===== config.mk =====
export PLATFORM = sky130hd
export DESIGN_NAME = stage_sequencer_mc
export DESIGN_NICKNAME = d
export VERILOG_FILES = /design/src/rtl/stage_sequencer_mc.sv
export SDC_FILE = /design/constraint.sdc
export NUM_CORES = 1
export LEC_CHECK = 0
export CAP_MARGIN = 40
export CORE_MARGIN = 3
export CORE_UTILIZATION = 47
export CTS_CLUSTER_DIAMETER = 150
export DETAILED_ROUTE_END_ITERATION = 16
export HOLD_SLACK_MARGIN = 0.03
export MAX_ROUTING_LAYER = met4
export PLACE_DENSITY = 0.89
export SLEW_MARGIN = 15
export SYNTH_ARGS = -nofsm -noshare
export SYNTH_HDL_FRONTEND = slang
export SYNTH_SLANG_ARGS = --single-unit

===== constraint.sdc =====
create_clock -name clock -period 1.95 [get_ports clock]
set_input_delay 0.195 -clock clock [delete_from_list [all_inputs] [get_ports clock]]
set_output_delay 0.195 -clock clock [all_outputs]
set_load 0.02 [all_outputs]

===== src/rtl/stage_sequencer_mc.sv =====
// stage_sequencer_mc
//   Multicycle stage sequencer. Walks each instruction through IF/ID/EX/MEM/RW,
//   choosing the path from insType/func, and drives registered one-hot stage
//   enables to the datapath. Supports stall, flush, a memory-ready handshake
//   with optional MEM timeout, and a one-cycle instruction-retire pulse.
//
//   Ports:
//     clock        rising-edge clock
//     reset_n      asynchronous active-low reset
//     stall        hold current stage (lower priority than flush)
//     flush        abort current instruction, restart at IF
//     mem_ready    data memory done, sampled only in MEM
//     insType      decoded instruction type
//     func         decoded function field
//     IF..RW       registered one-hot stage enables (none in BOOT)
//     instr_done   1-cycle pulse in the IF cycle after a normal retire
//     mem_timeout  sticky flag: a MEM access was aborted on timeout
//     stage        state code (BOOT=7, IF=0, ID=1, EX=2, MEM=3, RW=4)
//
//   Optional build macro SEQ_PERF_CNT_EN adds retired_cnt and cycle_cnt
//   performance counters (CNT_W bits, wrapping).
module stage_sequencer_mc #(
    parameter int                FUNC_W      = 5,
    parameter int                TYPE_W      = 2,
    parameter logic [TYPE_W-1:0] T_R         = 2'b00,
    parameter logic [TYPE_W-1:0] T_I         = 2'b01,
    parameter logic [TYPE_W-1:0] T_J         = 2'b10,
    parameter logic [FUNC_W-1:0] F_RCMP      = 3,
    parameter logic [FUNC_W-1:0] F_LOAD      = 2,
    parameter logic [FUNC_W-1:0] F_STORE     = 3,
    parameter logic [FUNC_W-1:0] F_BRANCH    = 4,
    parameter logic [FUNC_W-1:0] F_JUMP      = 0,
    parameter int                TMO_W       = 4,
    parameter int                MEM_TIMEOUT = 15
`ifdef SEQ_PERF_CNT_EN
    ,
    parameter int                CNT_W       = 32
`endif
) (
    input  logic              clock,
    input  logic              reset_n,
    input  logic              stall,
    input  logic              flush,
    input  logic              mem_ready,
    input  logic [TYPE_W-1:0] insType,
    input  logic [FUNC_W-1:0] func,
    output logic              IF,
    output logic              ID,
    output logic              EX,
    output logic              MEM,
    output logic              RW,
    output logic              instr_done,
    output logic              mem_timeout,
    output logic [2:0]        stage
`ifdef SEQ_PERF_CNT_EN
    ,
    output logic [CNT_W-1:0]  retired_cnt,
    output logic [CNT_W-1:0]  cycle_cnt
`endif
);

    typedef enum logic [2:0] {
        S_IF   = 3'd0,
        S_ID   = 3'd1,
        S_EX   = 3'd2,
        S_MEM  = 3'd3,
        S_RW   = 3'd4,
        S_BOOT = 3'd7
    } state_t;

    localparam logic [TMO_W-1:0] TMO_LAST =
        TMO_W'((MEM_TIMEOUT == 0) ? 0 : MEM_TIMEOUT - 1);

    state_t           state_q, state_d;
    logic [TMO_W-1:0] wait_q, wait_d;
    logic             done_d;
    logic             tmo_d;

    logic is_r, is_i, is_j;
    assign is_r = (insType == T_R);
    assign is_i = (insType == T_I);
    assign is_j = (insType == T_J);

    always_comb begin
        state_d = state_q;
        wait_d  = wait_q;
        done_d  = 1'b0;
        tmo_d   = 1'b0;
        if (state_q == S_BOOT) begin
            state_d = S_IF;
        end else if (flush) begin
            state_d = S_IF;
            wait_d  = '0;
        end else if (stall) begin
            state_d = state_q;
        end else begin
            case (state_q)
                S_IF: state_d = S_ID;
                S_ID: begin
                    if (is_j && func == F_JUMP) begin
                        state_d = S_IF;
                        done_d  = 1'b1;
                    end else begin
                        state_d = S_EX;
                    end
                end
                S_EX: begin
                    if (is_j || (is_i && func == F_BRANCH) || (is_r && func == F_RCMP)) begin
                        state_d = S_IF;
                        done_d  = 1'b1;
                    end else if (is_i && (func == F_LOAD || func == F_STORE)) begin
                        state_d = S_MEM;
                    end else begin
                        state_d = S_RW;
                    end
                end
                S_MEM: begin
                    if (mem_ready) begin
                        wait_d = '0;
                        if (func == F_LOAD) begin
                            state_d = S_RW;
                        end else begin
                            state_d = S_IF;
                            done_d  = 1'b1;
                        end
                    end else if (MEM_TIMEOUT != 0 && wait_q == TMO_LAST) begin
                        state_d = S_IF;
                        wait_d  = '0;
                        tmo_d   = 1'b1;
                    end else if (wait_q != '1) begin
                        // saturates when no timeout is configured
                        wait_d = wait_q + 1'b1;
                    end
                end
                S_RW: begin
                    state_d = S_IF;
                    done_d  = 1'b1;
                end
                default: state_d = S_IF;
            endcase
        end
    end

    // Enables are decoded from the next state so they line up with state_q.
    always_ff @(posedge clock or negedge reset_n) begin
        if (!reset_n) begin
            state_q     <= S_BOOT;
            wait_q      <= '0;
            IF          <= 1'b0;
            ID          <= 1'b0;
            EX          <= 1'b0;
            MEM         <= 1'b0;
            RW          <= 1'b0;
            instr_done  <= 1'b0;
            mem_timeout <= 1'b0;
        end else begin
            state_q     <= state_d;
            wait_q      <= wait_d;
            IF          <= (state_d == S_IF);
            ID          <= (state_d == S_ID);
            EX          <= (state_d == S_EX);
            MEM         <= (state_d == S_MEM);
            RW          <= (state_d == S_RW);
            instr_done  <= done_d;
            mem_timeout <= mem_timeout | tmo_d;
        end
    end

    assign stage = state_q;

`ifdef SEQ_PERF_CNT_EN
    always_ff @(posedge clock or negedge reset_n) begin
        if (!reset_n) begin
            retired_cnt <= '0;
            cycle_cnt   <= '0;
        end else begin
            if (done_d) begin
                retired_cnt <= retired_cnt + 1'b1;
            end
            if (state_q != S_BOOT) begin
                cycle_cnt <= cycle_cnt + 1'b1;
            end
        end
    end
`endif

endmodule


# Word-level counts from Yosys, hierarchy flattened
# Index checks and enable logic that the tools add are counted.
# Widths: inputs -> output; s select.
[word_totals]
out_inout_bits = 10
in_bits = 12
latch_bits = 0
elab_cells = 73
mem_bits_ro = 0
ramBits = 0
mem_count = 0
reg_bits = 14
[classes]
n_bitwise = 2
n_eq_ne = 17
n_reduce_logical = 14
div_mod_pow = 0
shifts = 0
magnitude_cmp = 0
addsub = 1
multipliers = 0
muxes = 30
[ops]
columns = ["operator", "count"]
rows = [
  ["$mux 3", 8],
  ["$mux 4", 6],
  ["$mux 1", 13],
  ["$eq 3x2->1 const B", 4],
  ["$pmux 3 s4", 1],
  ["$eq 5x2->1 const B", 2],
  ["$eq 3x3->1 const B", 3],
  ["$eq 3x1->1 const B", 2],
  ["$logic_not 3->1", 2],
  ["$eq 5x3->1 const B", 1],
  ["$logic_not 5->1", 1],
  ["$add 4x1->4 const B", 1],
  ["$eq 4x4->1 const B", 1],
  ["$logic_and 1x1->1", 4],
  ["$ne 4x4->1 const B", 1],
  ["$pmux 1 s4", 1],
  ["$reduce_and 4->1", 1],
  ["$reduce_bool 4->1", 1],
  ["$logic_or 1x1->1", 3],
  ["$eq 2x1->1 const B", 1],
  ["$eq 2x2->1 const B", 1],
  ["$logic_not 2->1", 1],
  ["$mux 2", 1],
  ["$ne 2x1->1 const B", 1],
  ["3 further kinds", 3],
]

# Longest topological paths before layout
# Gate-level depths: netlist of the first run.
[logic_depth]
ltp_word = 10
mapped_depth = 7
depth_no_buf = 7

# Worst setup path before layout of the first run
# OpenSTA, ideal clock, no wires.
[synth_timing]
kind = "flip-flop to flip-flop"
startpoint = "register state_q[1], in the netlist stage[1]"
endpoint = "register MEM"
synth_period_minus_slack_ns = 1.830
n_path_buf = 0
t_arrival_ns = 1.762
path_stages_with_launch = 6
required_ns = 1.882
setup_time_ns = 0.068
setup_slack_ns = 0.120
path_cell_list = "dfstp_2 -> nor4bb_4 -> nor2b_4 -> a311oi_2 -> a2111oi_4 -> and4b_1"
[synth_between]
elab_chain_cells = 7
word_cells_on_any_way = 12
cone_classes = "eq/ne: 5; mux: 6; reduce/logical: 1"
[synth_rtl]
columns = ["element", "line", "text"]
rows = [
  ["from (decl)", "74", "state_t state_q, state_d;"],
  ["from (signal assigned)", "157", "state_q <= state_d;"],
  ["$mux 3", "126", "end else if (MEM_TIMEOUT != 0 && wait_q == TMO_LAST) begin"],
  ["$mux 3", "118", "if (mem_ready) begin"],
  ["$pmux 3 s4", "97", "case (state_q)"],
  ["$mux 3", "94", "end else if (stall) begin"],
  ["$mux 3", "91", "end else if (flush) begin"],
  ["$mux 3 (*)", "89", "if (state_q == S_BOOT) begin"],
  ["named net state_d[1]", "74", ""],
  ["$eq 3x2->1 (*)", "162", "MEM <= (state_d == S_MEM);"],
  ["to (signal assigned)", "162", ""],
  ["to (decl)", "50", "output logic MEM,"],
]
# Mark *: on every way through the listed nets, which the timed path passes. The rest lies on a longest branch.
# A chain may end at the register's enable or synchronous reset.

# Final worst setup path of the first run
[layout_timing]
startpoint = "register state_q[1], in the netlist stage[1]"
endpoint = "register EX"
[layout_between]
elab_chain_cells = 7
word_cells_on_any_way = 12
cone_classes = "eq/ne: 5; mux: 6; reduce/logical: 1"
[layout_rtl]
columns = ["element", "line", "text"]
rows = [
  ["$mux 3", "126", ""],
  ["$mux 3", "118", ""],
  ["$pmux 3 s4", "97", ""],
  ["$mux 3", "94", ""],
  ["$mux 3", "91", ""],
  ["$mux 3 (*)", "89", ""],
  ["named net state_d[1]", "74", ""],
  ["$eq 3x2->1 (*)", "161", "EX <= (state_d == S_EX);"],
  ["to (signal assigned)", "161", ""],
  ["to (decl)", "49", "output logic EX,"],
]
# Marks and branches as above.

==> impl_metrics.toml, run 1 <==
[layout]
syn_to_final_growth_pct = 42.35
fin_util_pct = 72.04
stdcell_count = 148
drive_gt1_share_pct = 26.02
insertedDiodeCount = 0
final_nets = 138

[critical_path]
cp-end-kind = "flop"
critPathLaunchType = "flop"
crit_arrival_ns = 2.18
r2r_slack_ns = -0.02
required_ns = 2.15
crit_type = "reg2reg"
cp_max_fo = 6

[timing]
period_share_pct = 101.1
finalMaxSlewViolations = 0
finClkSkew_ns = 0.006552
max_freq_mhz = 507.2
finalHoldViolations = 0
rsz0062_at_grt = "true"
layout_setup_ws_ns = -0.02145
finalSetupTns_ns = -0.02626
tightest_slew_ns = 0.6277
finalCriticalPeriod_ns = 1.971
finalSetupViolCount = 2
maxSlewHeadroom_pct = 58.02
holdWs_ns = 0.2923

[global_routing]
top_usage_layer = "met2"
grt_max_degree = 15
use_met3_pct = 6.422
grt_pass1_vias = 854
gr-total-overflow = 0
track_usage_pct = 22.84
antenna_found_initial = 0
use_met1_pct = 25.38
grt.met2_usage_pct = 36.83
grt_pass1_wl_um = 4022

[synthesis]
syn_nets = 101
synth.most_common_cell = "dfrtp_1"
yosysSeqAreaShare_pct = 40.08
netlist.area_leader.share_pct = 31.16
synth_seq_cells = 14
yosysWarningCount = 0
synth_edf_count = 0
synth_ff_type = "dfrtp_1"
syn_area_um2 = 883.3
postSynthAreaPerCell_um2 = 10.15
synthArstFlopShare_pct = 100.0
yosysTopAreaCell = "dfrtp_1"
ys_top_cells_by_area = "dfrtp_1 (31%), dfstp_2 (8.9%), nand3_1 (4.5%), a21oi_1 (4.0%), o21ai_0 (3.4%)"
netlist_instances = 87
synth_cell_types = 39
synthTopCellsByCount = "dfrtp_1 (11), nand3_1 (8), a21oi_1 (7), nand2_1 (7), o21ai_0 (6)"

[cts]
h-tree-depth = 1
cts_root_buf = "clkbuf_4"
cts_buffer_depth = 2
cts.reportedPaths.clkPinSlew_ns = 0.09
cts_tree = "built"
clock_sinks = 14
clk_latency_ns = 0.28
cts_buffers = 3

[pwr]
p_int_uw = 510.6
combPwrFrac_pct = 25.4
p_per_area_nw_per_um2 = 561.9
seqPwrFrac_pct = 44.8
vdd_ir_drop_max_mv = 0.4608
swShare_pct = 27.74
p_sw_uw = 196.0
clkPwrFrac_pct = 29.7
power_leakage_nw = 0.5101

[min_path]
hold_path_class = "in2async"

[floorplan]
start_util_pct = 50.61
ioPinCount = 22
rows = 15
fp.dieH_um = 49.35
floorplan.die.width_um = 49.35
dieArea_um2 = 2435
core_um2 = 1745

[outcome]
failed_checks = "setup timing"
outcome = "complete, but fails checks"

[place]
gp_congestion = 0.8792
io_buffer_count = 21
dp_cells = 143
dp_hpwl_um = 1803

[route]
antenna_left = 0
wl_per_cell_um = 16.28
vias_per_cell = 5.628
num_vias = 833
first_iter_violations = 13
drcViolationCount = 0
drt-total-wl_um = 2409
first_pass_iters = 4

[run]
drv_cap = 0
-- stage by stage --
stage	area [um2]	setup WS [ns]	power [mW]
finish	1257	-0.02145	0.7065
global route	1257	-0.09250	0.7454
CTS	1250	0.01601	0.7139
detailed placement	1202	-0.1951	0.4951
global placement	1202	-0.08708	0.4865
floorplan	883.3	0.1196	0.3966
-- power by group through the flow --
stage	clock network, mW	logic [mW]	registers, mW
after floorplan	0	0.0624	0.334
after global placement	0	0.166	0.320
after detailed placement	0	0.173	0.322
after CTS	0.221	0.176	0.317
after global routing	0.235	0.192	0.318
final	0.210	0.180	0.317
-- cell type report --
class | count | area [um2]
Fill cell | 146 | 488.0
Tap cell | 25 | 31.28
Sequential cell | 14 | 354.1
Inverter | 5 | 18.77
Timing Repair Buffer | 35 | 315.3
Clock buffer | 4 | 36.28
Multi-Input combinational cell | 65 | 501.7
-- critical path, cell delays in order (launching register included) --
cell and delay [ns]:
dfstp_2 0.57, nor4bb_4 0.30, nor2b_4 0.21, a311oi_4 0.07, a2111oi_4 0.49, nor3b_2 0.24
-- logic make-up after synthesis --
group / share of synthesized area [%]
buffers and inverters: 4.390
and+or+nand+nor: 31.73
DFF: 40.09
adders and majority gates: 2.832
AOI/OAI and AO/OA: 20.96
-- cells in the final DEF (no fill, tap or decap), types with 2 or more instances in the layout --
cell and n:
a21oi_1 7, buf_4 14, clkbuf_4 3, clkdlybuf4s50_1 21, dfrtp_1 11, dfstp_2 3
ha_1 2, inv_1 5, nand2_1 7, nand3_1 8, nor2_1 2, nor2b_1 2
nor3_1 3, nor3b_1 2, nor3b_2 2, o21a_1 2, o21ai_0 6
-- registers in the layout (all words and copies together), names as in the netlist --
signal and flops:
wait_q 4, ID 1, stage 3, RW 1, MEM 1, IF 1, mem_timeout 1, instr_done 1
EX 1
-- final timing paths --
path / to / cells after the start / from
worst max register to register: EX / 5 / stage[1]
max in group asynchronous: EX / 1 / reset_n
worst max-delay path: EX / 5 / stage[1]
worst min-delay path: instr_done / 1 / reset_n
min in group clock: mem_timeout / 1 / mem_timeout
worst min register to register: mem_timeout / 1 / mem_timeout
-- what timing repair did --
action	in CTS	in global routing
buffers inserted	0	1
pin swaps	0	1
gates resized for setup	1	0
setup endpoints to repair	1	3
gates cloned	0	0
hold buffers	0	0
-- metal layers --
| metal | wire [um] | vias up |
|---|---|---|
| met5 | 0 | - |
| met4 | 24 | 0 |
| met3 | 127 | 2 |
| met2 | 1247 | 21 |
| met1 | 1009 | 413 |
| li1 | - | 397 |
No activity file was read; power rests on OpenSTA's default activity.
==> run 2, diff against run 1 <==
==> constraint.sdc (replaced) <==
create_clock -name clock -period 1.95 [get_ports clock]
set_input_delay 0.39 -clock clock [delete_from_list [all_inputs] [get_ports clock]]
set_output_delay 0.39 -clock clock [all_outputs]
set_load 0.02 [all_outputs]
==> run 2 against run 1 <==
  * Worst hold slack better by 0.18 ns
  * Global-route usage decreased by 1.5 points
  * Core utilization increased by 2.1 points
  * The run now ends clean
  * Final area increased by 2.9%
==> impl_metrics.toml, run 2 (synthesized netlist as in run 1, its figures left out) <==
[outcome]
outcome = "finished, final reports clean"

[global_routing]
grt_max_degree = 15
grt_pass1_vias = 883
antenna_found_initial = 0
gr-total-overflow = 0
grt_pass1_wl_um = 3919
track_usage_pct = 21.33

[floorplan]
core_um2 = 1745
dieArea_um2 = 2435
rows = 15
floorplan.die.width_um = 49.35
ioPinCount = 22
fp.dieH_um = 49.35
start_util_pct = 50.61

[critical_path]
rr_startpoint = "stage[0]"
r2r_cells = 6
r2r-end = "IF"
crit_start = "stage[0]"
cp_max_fo = 4
required_ns = 2.09
r2r_slack_ns = 0.04
critPathLaunchType = "flop"
cp-end-kind = "flop"
crit_type = "reg2reg"
crit_arrival_ns = 2.05

[cts]
cts.reportedPaths.clkPinSlew_ns = 0.09
ctsHoldBuffers = 0
clk_latency_ns = 0.28
h-tree-depth = 1
clock_sinks = 14
cts_buffers = 3
cts_root_buf = "clkbuf_4"
cts_tree = "built"
cts_buffer_depth = 2

[pwr]
vdd_ir_drop_max_mv = 0.4892
p_per_area_nw_per_um2 = 512.0
power_leakage_nw = 0.5789

[timing]
period_share_pct = 97.91
finalHoldViolations = 0
maxSlewHeadroom_pct = 60.81
finalSetupTns_ns = 0
max_freq_mhz = 523.7
holdWs_ns = 0.4761
finalSetupViolCount = 0
finalMaxSlewViolations = 0
tightest_slew_ns = 0.5861
finClkSkew_ns = 0.01356
finalCriticalPeriod_ns = 1.909
rsz0062_at_grt = "true"

[layout]
final_area_um2 = 1294
largest_reg_flops = 4
syn_to_final_growth_pct = 46.46
drive_gt1_share_pct = 29.69
final_cell_mix = "buf_4 (19), clkdlybuf4s50_1 (13), dfrtp_1 (11)"
insertedDiodeCount = 0
largest_register = "wait_q"
stdcell_count = 153
final_common_cell = "buf_4"
final_nets = 143

[place]
gp_congestion = 0.8724
io_buffer_count = 21
dpl_cell_area_um2 = 1217
dp_cells = 145
dp_hpwl_um = 1716

[route]
first_iter_violations = 35
num_vias = 867
vias_per_cell = 5.667
antenna_left = 0
first_pass_iters = 5
drcViolationCount = 0
wl_per_cell_um = 15.52
drt-total-wl_um = 2375

[run]
drv_cap = 0

[min_path]
hold_path_class = "in2async"
-- run 2: timing repair --
item,in CTS,in global routing
endpoints found under the setup margin,6,6
buffers inserted,2,2
resized for setup,4,7
pin swaps,4,4
-- run 2: worst max-delay path by stage --
stage / to / cells past startpoint
2_1_floorplan: MEM / 5
3_3_place_gp: MEM / 5
3_5_place_dp: EX / 5
4_1_cts: IF / 7
5_1_grt: RW / 6
6_report: IF / 6
-- run 2: power by group --
| group | switching [mW] | internal, mW |
|---|---|---|
| registers | 0.00892 | 0.307 |
| logic | 0.0885 | 0.0880 |
| clock network | 0.0912 | 0.0792 |
-- run 2: layout make-up --
type | instances | area [um2]
multi-input combinational | 65 | 505.5
fill | 149 | 451.7
timing repair buffer | 40 | 357.8
sequential | 14 | 354.1
tap | 25 | 31.28
clock buffer | 4 | 26.28
inverter | 5 | 18.77
-- run 2: per-layer routing --
layer / vias up / GRT usage, % / share of wire, %
li1: 409 / - / -
met5: - / - / 0
met3: 10 / 4.281 / 5.7
met2: 34 / 38.39 / 52
met1: 414 / 22.74 / 41
met4: 0 / 8.057 / 2.0
-- run 2: worst max-delay path, stage by stage (launching register included) --
cell	delay (ns)
dfstp_2	0.54
nor4bb_4	0.29
nor2b_4	0.21
a311oi_4	0.06
a2111oi_4	0.42
buf_4	0.20
nor3_1	0.05
-- run 2: through the flow --
step	setup WS [ns]	utilization, %	total power, mW
floorplan	0.1196	-	0.3966
global placement	-0.2807	69.75	0.4863
detailed placement	-0.3824	69.75	0.4923
CTS	0.01303	71.83	0.6647
global route	-0.03888	74.12	0.6961
finish	0.04067	74.12	0.6625
